$ cat config.mk
export PLATFORM = sky130hd
export DESIGN_NAME = iter_muldiv
export DESIGN_NICKNAME = d
export VERILOG_FILES = /design/src/rtl/iter_muldiv.sv
export SDC_FILE = /design/constraint.sdc
export NUM_CORES = 1
export LEC_CHECK = 0
export CORE_MARGIN = 1.5
export CORE_UTILIZATION = 40
export CTS_BUF_LIST = sky130_fd_sc_hd__clkbuf_4
export CTS_CLUSTER_DIAMETER = 120
export DETAILED_ROUTE_END_ITERATION = 6
export SLEW_MARGIN = 20
export SYNTH_ARGS = -nofsm -noshare
export SYNTH_HDL_FRONTEND = slang
export SYNTH_SLANG_ARGS = --single-unit
$ cat constraint.sdc
create_clock -name clk -period 9.95 [get_ports clk]
set_input_delay 1.4925 -clock clk [delete_from_list [all_inputs] [get_ports clk]]
set_output_delay 1.4925 -clock clk [all_outputs]
set_load 0.005 [all_outputs]
$ cat src/rtl/iter_muldiv.sv
// Iterative RV32M-style multiply/divide unit: shift-add multiply and restoring divide,
// one bit per cycle, with sign fix-up and optional early-out for degenerate divides.
module iter_muldiv #(
    parameter int unsigned XLEN      = 32,
    parameter bit          EARLY_OUT = 1'b1
) (
    input  logic            clk,
    input  logic            rst,
    input  logic            req_valid,
    output logic            req_ready,
    input  logic [2:0]      funct3,
    input  logic [XLEN-1:0] rs1,
    input  logic [XLEN-1:0] rs2,
    input  logic            flush,
    output logic            resp_valid,
    input  logic            resp_ready,
    output logic [XLEN-1:0] resp_data,
    output logic            busy
);

    localparam int unsigned CW = $clog2(XLEN);

    typedef enum logic [1:0] {StIdle, StCalc, StFix, StDone} state_e;

    state_e              state_q, state_d;
    logic [CW-1:0]       cnt_q, cnt_d;
    logic [2:0]          op_q, op_d;
    logic                neg_q, neg_d;
    logic [XLEN-1:0]     mcand_q, mcand_d;
    logic [2*XLEN-1:0]   prod_q, prod_d;
    logic [XLEN-1:0]     quo_q, quo_d;
    logic [XLEN-1:0]     rem_q, rem_d;
    logic [XLEN-1:0]     res_q, res_d;

    // Operand decode at accept
    logic            is_div, rs1_signed, rs2_signed, rs1_neg, rs2_neg;
    logic [XLEN-1:0] rs1_mag, rs2_mag, spec_res;
    logic            div_zero, sgn_ovf, special, res_neg;

    always_comb begin
        is_div     = funct3[2];
        rs1_signed = !(funct3 == 3'b011 || funct3 == 3'b101 || funct3 == 3'b111);
        rs2_signed = (funct3 == 3'b000 || funct3 == 3'b001 || funct3 == 3'b100 ||
                      funct3 == 3'b110);
        rs1_neg    = rs1_signed && rs1[XLEN-1];
        rs2_neg    = rs2_signed && rs2[XLEN-1];
        rs1_mag    = rs1_neg ? ('0 - rs1) : rs1;
        rs2_mag    = rs2_neg ? ('0 - rs2) : rs2;
        div_zero   = is_div && (rs2 == '0);
        sgn_ovf    = is_div && !funct3[0] && (rs1 == {1'b1, {(XLEN-1){1'b0}}}) &&
                     (rs2 == '1);
        special    = div_zero || sgn_ovf;
        if (div_zero) begin
            spec_res = funct3[1] ? rs1 : '1;
        end else begin
            spec_res = funct3[1] ? '0 : rs1;
        end
        // Signed divide-by-zero must stay all ones, so the quotient is never negated there
        if (is_div) begin
            res_neg = funct3[1] ? rs1_neg : ((rs1_neg ^ rs2_neg) && !div_zero);
        end else begin
            res_neg = rs1_neg ^ rs2_neg;
        end
    end

    // One iteration of each datapath
    logic [XLEN:0]     add_sum, shifted, diff;
    logic [2*XLEN-1:0] prod_step, prod_fix;
    logic [XLEN-1:0]   quo_step, rem_step, quo_fix, rem_fix, fix_res;

    always_comb begin
        add_sum   = {1'b0, prod_q[2*XLEN-1:XLEN]} + (prod_q[0] ? {1'b0, mcand_q} : '0);
        prod_step = {add_sum, prod_q[XLEN-1:1]};
        shifted   = {rem_q, quo_q[XLEN-1]};
        diff      = shifted - {1'b0, mcand_q};
        quo_step  = {quo_q[XLEN-2:0], ~diff[XLEN]};
        rem_step  = diff[XLEN] ? shifted[XLEN-1:0] : diff[XLEN-1:0];
        prod_fix  = neg_q ? ('0 - prod_q) : prod_q;
        quo_fix   = neg_q ? ('0 - quo_q) : quo_q;
        rem_fix   = neg_q ? ('0 - rem_q) : rem_q;
        case (op_q)
            3'b000:                 fix_res = prod_fix[XLEN-1:0];
            3'b001, 3'b010, 3'b011: fix_res = prod_fix[2*XLEN-1:XLEN];
            3'b100, 3'b101:         fix_res = quo_fix;
            default:                fix_res = rem_fix;
        endcase
    end

    always_comb begin
        state_d = state_q;
        cnt_d   = cnt_q;
        op_d    = op_q;
        neg_d   = neg_q;
        mcand_d = mcand_q;
        prod_d  = prod_q;
        quo_d   = quo_q;
        rem_d   = rem_q;
        res_d   = res_q;
        unique case (state_q)
            StIdle: begin
                if (req_valid && !flush) begin
                    op_d    = funct3;
                    neg_d   = res_neg;
                    mcand_d = is_div ? rs2_mag : rs1_mag;
                    prod_d  = {{XLEN{1'b0}}, rs2_mag};
                    quo_d   = rs1_mag;
                    rem_d   = '0;
                    cnt_d   = CW'(XLEN - 1);
                    if (EARLY_OUT && special) begin
                        res_d   = spec_res;
                        state_d = StDone;
                    end else begin
                        state_d = StCalc;
                    end
                end
            end
            StCalc: begin
                if (op_q[2]) begin
                    quo_d = quo_step;
                    rem_d = rem_step;
                end else begin
                    prod_d = prod_step;
                end
                if (cnt_q == '0) begin
                    state_d = StFix;
                end else begin
                    cnt_d = cnt_q - CW'(1);
                end
            end
            StFix: begin
                res_d   = fix_res;
                state_d = StDone;
            end
            StDone: begin
                if (resp_ready) state_d = StIdle;
            end
            default: state_d = StIdle;
        endcase
        if (flush) state_d = StIdle;
    end

    always_ff @(posedge clk or negedge rst) begin
        if (!rst) begin
            state_q <= StIdle;
            cnt_q   <= '0;
            op_q    <= '0;
            neg_q   <= 1'b0;
            mcand_q <= '0;
            prod_q  <= '0;
            quo_q   <= '0;
            rem_q   <= '0;
            res_q   <= '0;
        end else begin
            state_q <= state_d;
            cnt_q   <= cnt_d;
            op_q    <= op_d;
            neg_q   <= neg_d;
            mcand_q <= mcand_d;
            prod_q  <= prod_d;
            quo_q   <= quo_d;
            rem_q   <= rem_d;
            res_q   <= res_d;
        end
    end

    assign req_ready  = (state_q == StIdle);
    assign resp_valid = (state_q == StDone);
    assign busy       = (state_q != StIdle);
    assign resp_data  = res_q;

endmodule

==> metrics.txt <==
# TYPE chip_impl_metric gauge
chip_impl_info{name="crit_slowest_cell",value="mux2_2"} 1
chip_impl_metric{name="post-route-min-period",unit="ps"} 4730
chip_impl_metric{name="ys_async_sr_fraction",unit="%"} 100
chip_impl_metric{name="cts_hold_buf",unit=""} 0
chip_impl_metric{name="design.final.nets",unit=""} 2542
chip_impl_metric{name="gr-usage-all-layers",unit="%"} 30.8
chip_impl_metric{name="setup_viol",unit=""} 0
chip_impl_metric{name="max-cap-violations",unit=""} 0
chip_impl_metric{name="timing.setup.tns",unit="ps"} 0
chip_impl_metric{name="worst_vdd_ir",unit="mV"} 0.197
chip_impl_metric{name="max_slew.worst_pin.slew",unit="ps"} 1110
chip_impl_metric{name="clock_buffers_created_by_tritoncts",unit=""} 59
chip_impl_metric{name="iter_0_drt_violations",unit=""} 1816
chip_impl_metric{name="post_drt_wl_per_cell",unit="µm"} 24.3
chip_impl_info{name="rsz0062_at_grt",value="false"} 1
chip_impl_metric{name="clockBufferDepth",unit=""} 3
chip_impl_metric{name="slew_headroom",unit="%"} 25.6
chip_impl_info{name="worst_hold_path_type",value="reg -> reg"} 1
chip_impl_metric{name="syn-num-nets",unit=""} 2502
chip_impl_metric{name="initial_utilization",unit="%"} 40.7
chip_impl_metric{name="stdcell_count",unit=""} 3025
chip_impl_metric{name="ys_seq_elements",unit=""} 203
chip_impl_metric{name="areaGrowthSynthToFinish",unit="%"} 11.9
chip_impl_metric{name="timing.critical_path.buf_inv",unit=""} 1
chip_impl_info{name="yosys_most_used_dff",value="dfrtp_1"} 1
chip_impl_info{name="tritoncts",value="yes"} 1
chip_impl_metric{name="std_cell_rows",unit=""} 77
chip_impl_metric{name="final-seq-area",unit="mm²"} 0.00508
chip_impl_metric{name="final_layout_size_suffix_gt1_share",unit="%"} 6.43
chip_impl_info{name="gate_family_responsible_for_the_most_delay_along_the_worst_path",value="compound AO/OA/AOI/OAI gates"} 1
chip_impl_metric{name="cpPeakStageDelay",unit="ps"} 730
chip_impl_metric{name="synth_area",unit="mm²"} 0.0181
chip_impl_metric{name="synth_top_area_share",unit="%"} 28.1
chip_impl_metric{name="grt_max_degree",unit=""} 105
chip_impl_metric{name="post-cts-setup-buffers",unit=""} 0
chip_impl_metric{name="grt_first_pass_wirelength",unit="µm"} 109000
chip_impl_metric{name="post_cts_resized",unit=""} 0
chip_impl_metric{name="gp_congestion",unit=""} 0.995
chip_impl_metric{name="depth_of_the_cts_h_tree",unit=""} 2
chip_impl_info{name="cts_root_buf",value="clkbuf_4"} 1
chip_impl_metric{name="global_route.usage.met1",unit="%"} 43.1
chip_impl_info{name="post-synth-top-count-cell",value="nor2_1"} 1
chip_impl_metric{name="number_of_optimization_iterations_in_the_first_detailed_route_pass",unit=""} 6
chip_impl_metric{name="finalHoldViolCount",unit=""} 0
chip_impl_info{name="criticalPathCategory",value="reg -> reg"} 1
chip_impl_metric{name="yosys.cell_types.count",unit=""} 84
chip_impl_metric{name="multi_input_area",unit="mm²"} 0.0122
chip_impl_metric{name="die_h",unit="µm"} 216
chip_impl_info{name="crit_path_cell_trace",value="inv_1 -> ha_1 -> fa_1 -> nand2b_1 -> a21o_1 -> a211oi_1 -> o211a_1 -> o31ai_1 -> a31oi_1 -> mux2_2 -> nor2_1 -> a221o_1"} 1
chip_impl_metric{name="number_of_antenna_violations_at_the_first_check_in_global_routing",unit=""} 4
chip_impl_metric{name="via_count_of_the_first_global_routing_pass",unit=""} 17300
chip_impl_metric{name="use_met3",unit="%"} 5.03
chip_impl_metric{name="final.hold.worst_slack",unit="ps"} 481
chip_impl_metric{name="p_per_area",unit="mW/mm²"} 295
chip_impl_metric{name="power_leakage",unit="µW"} 0.00840
chip_impl_metric{name="layout_worst_path_cycle_share",unit="%"} 47.6
chip_impl_info{name="busiest_layer",value="met2"} 1
chip_impl_info{name="outcome",value="finished, final reports clean"} 1
chip_impl_metric{name="drt_wl_total",unit="µm"} 73400
chip_impl_metric{name="synth_cells",unit=""} 2352
chip_impl_metric{name="synthesis.yosys.warnings",unit=""} 0
chip_impl_metric{name="fill_cells",unit=""} 4432
chip_impl_metric{name="placeableCoreArea",unit="mm²"} 0.0444
chip_impl_metric{name="cp.required",unit="ps"} 10670
chip_impl_info{name="ys_top_cells_by_count",value="nor2_1 (271), nand2_1 (270), o21ai_0 (231)"} 1
chip_impl_metric{name="gr-usage-met2",unit="%"} 46.6
chip_impl_metric{name="synth-seq-area-share",unit="%"} 28.1
chip_impl_metric{name="setup.reg_to_reg.worst_slack",unit="ps"} 5220
chip_impl_info{name="post-synth-top-area-cell",value="dfrtp_1"} 1
chip_impl_metric{name="ratio_of_routed_vias_to_standard_cells",unit=""} 6.21
chip_impl_metric{name="finalMaxSlewViolations",unit=""} 0
chip_impl_metric{name="max_freq",unit="GHz"} 0.211
chip_impl_info{name="setup.worst_path.start_class",value="flip-flop"} 1
chip_impl_metric{name="timing.clock.skew",unit="ps"} 57.4
chip_impl_metric{name="routed-via-count",unit=""} 18800
chip_impl_metric{name="io_pins",unit=""} 107
chip_impl_info{name="timing.critical_path.to_type",value="flip-flop"} 1
chip_impl_metric{name="io_buffer_count",unit=""} 106
chip_impl_metric{name="die_area",unit="mm²"} 0.0465
chip_impl_metric{name="fp.dieW",unit="µm"} 216
chip_impl_metric{name="clk_sinks",unit=""} 203
chip_impl_info{name="netlist_top_cells_area",value="dfrtp_1 (28%), o21ai_0 (6.4%), nor2_1 (5.6%)"} 1
chip_impl_metric{name="worst_endpoint_data_arrival_time",unit="ps"} 5450
chip_impl_metric{name="detail-route-antenna-nets",unit=""} 0
chip_impl_metric{name="crit_path_max_fanout",unit=""} 26
chip_impl_metric{name="clk_latency",unit="ps"} 870
chip_impl_metric{name="route.detailed.drc",unit=""} 0
chip_impl_metric{name="dp.final_hpwl",unit="µm"} 56000
chip_impl_metric{name="synth_enable_flop_cells",unit=""} 0
chip_impl_metric{name="cts.reportedPaths.clkPinSlew",unit="ps"} 70
chip_impl_metric{name="grt_overflow_total",unit=""} 0
chip_impl_metric{name="avgSynthCellArea",unit="µm²"} 7.69
chip_impl_metric{name="place.detailed.instances",unit=""} 2923
==> through the flow <==
step | setup WS, ps | total power, µW | utilization, % | instance area [µm²]
6_report | 5220 | 5960 | 45.5 | 20200
5_1_grt | 5030 | 6350 | 45.5 | 20200
4_1_cts | 5230 | 5880 | 45.5 | 20200
3_5_place_dp | 4610 | 5100 | 44.0 | 19500
3_3_place_gp | 4740 | 5040 | 44.0 | 19500
2_1_floorplan | 6060 | 3850 | - | 18100
==> layout by cell type, fill, tap and decap left out, types with 21 or more instances in the layout <==
cell | synthesis | final
nand2_1 | 270 | 268
xor2_1 | 103 | 103
or3_1 | 23 | 23
a22o_1 | 30 | 30
o41ai_1 | 23 | 23
nor2b_1 | 25 | 25
ha_1 | 76 | 74
clkbuf_4 | 0 | 79
inv_1 | 67 | 67
a21o_1 | 27 | 27
o211ai_1 | 21 | 21
o21ai_0 | 231 | 231
a211oi_1 | 21 | 21
a221o_1 | 26 | 26
nor2_1 | 271 | 269
o31ai_1 | 62 | 62
mux2i_1 | 29 | 28
nand3_1 | 40 | 40
a21oi_1 | 160 | 159
buf_4 | 0 | 21
dfrtp_1 | 203 | 202
maj3_1 | 27 | 27
xnor2_1 | 94 | 94
nor4_1 | 26 | 26
nor3_1 | 65 | 64
clkdlybuf4s50_1 | 0 | 104
==> power breakdown <==
group          leakage [µW]  internal (µW)  switching, µW
registers           0.00263           1130            503
logic               0.00538           1280           2280
clock network      0.000395            363            403
==> final timing paths <==
kind,startpoint,cells after the start,endpoint
max,quo_q[31],12,rem_q[5]
min,mcand_q[23],2,mcand_q[23]
max reg2reg,quo_q[31],12,rem_q[5]
min reg2reg,mcand_q[23],2,mcand_q[23]
max in group asynchronous,rst,3,prod_q[0]
min in group asynchronous,rst,1,rem_q[28]
==> state kept, by name, indices dropped and copies added (netlist names) <==
name	count
cnt_q	5
prod_q	64
mcand_q	32
quo_q	32
neg_q	1
op_q	3
state_q	2
rem_q	32
resp_data	32
==> worst min-delay path: stages, from the launching register on <==
cell and delay (ps):
dfrtp_1 340, nand2_1 50, o21ai_0 60
==> final cells by class <==
cell class              count  share of cell area [%]
repair buffers            127                    6.02
inverters                  68                    1.26
well taps                 592                    3.66
diodes                      5                  0.0619
flip-flops and latches    203                    25.1
multi-input cells        1933                    60.6
clock inverters            18                   0.383
clock buffers              79                    2.93
==> routing by layer <==
layer	part of all wire, %	vias to the layer above
met2	44	858
met1	44	9108
met3	8.1	128
li1	-	8696
met4	4.5	0
met5	0	-
==> cells by family (layout without fill, tap and decap cells) <==
logic type      count (synthesis)  after routing  share of synthesized area, %
compound gates                751            751                          27.0
xor+xnor                      197            197                          9.54
fa+ha+maj                     105            105                          6.98
buf+inv                       216            292                          4.52
flops                         203            203                          28.1
mux                            36             36                          2.10
other cells                     0              5                             0
simple gates                  844            844                          21.8
No activity file was read; power rests on OpenSTA's default activity.
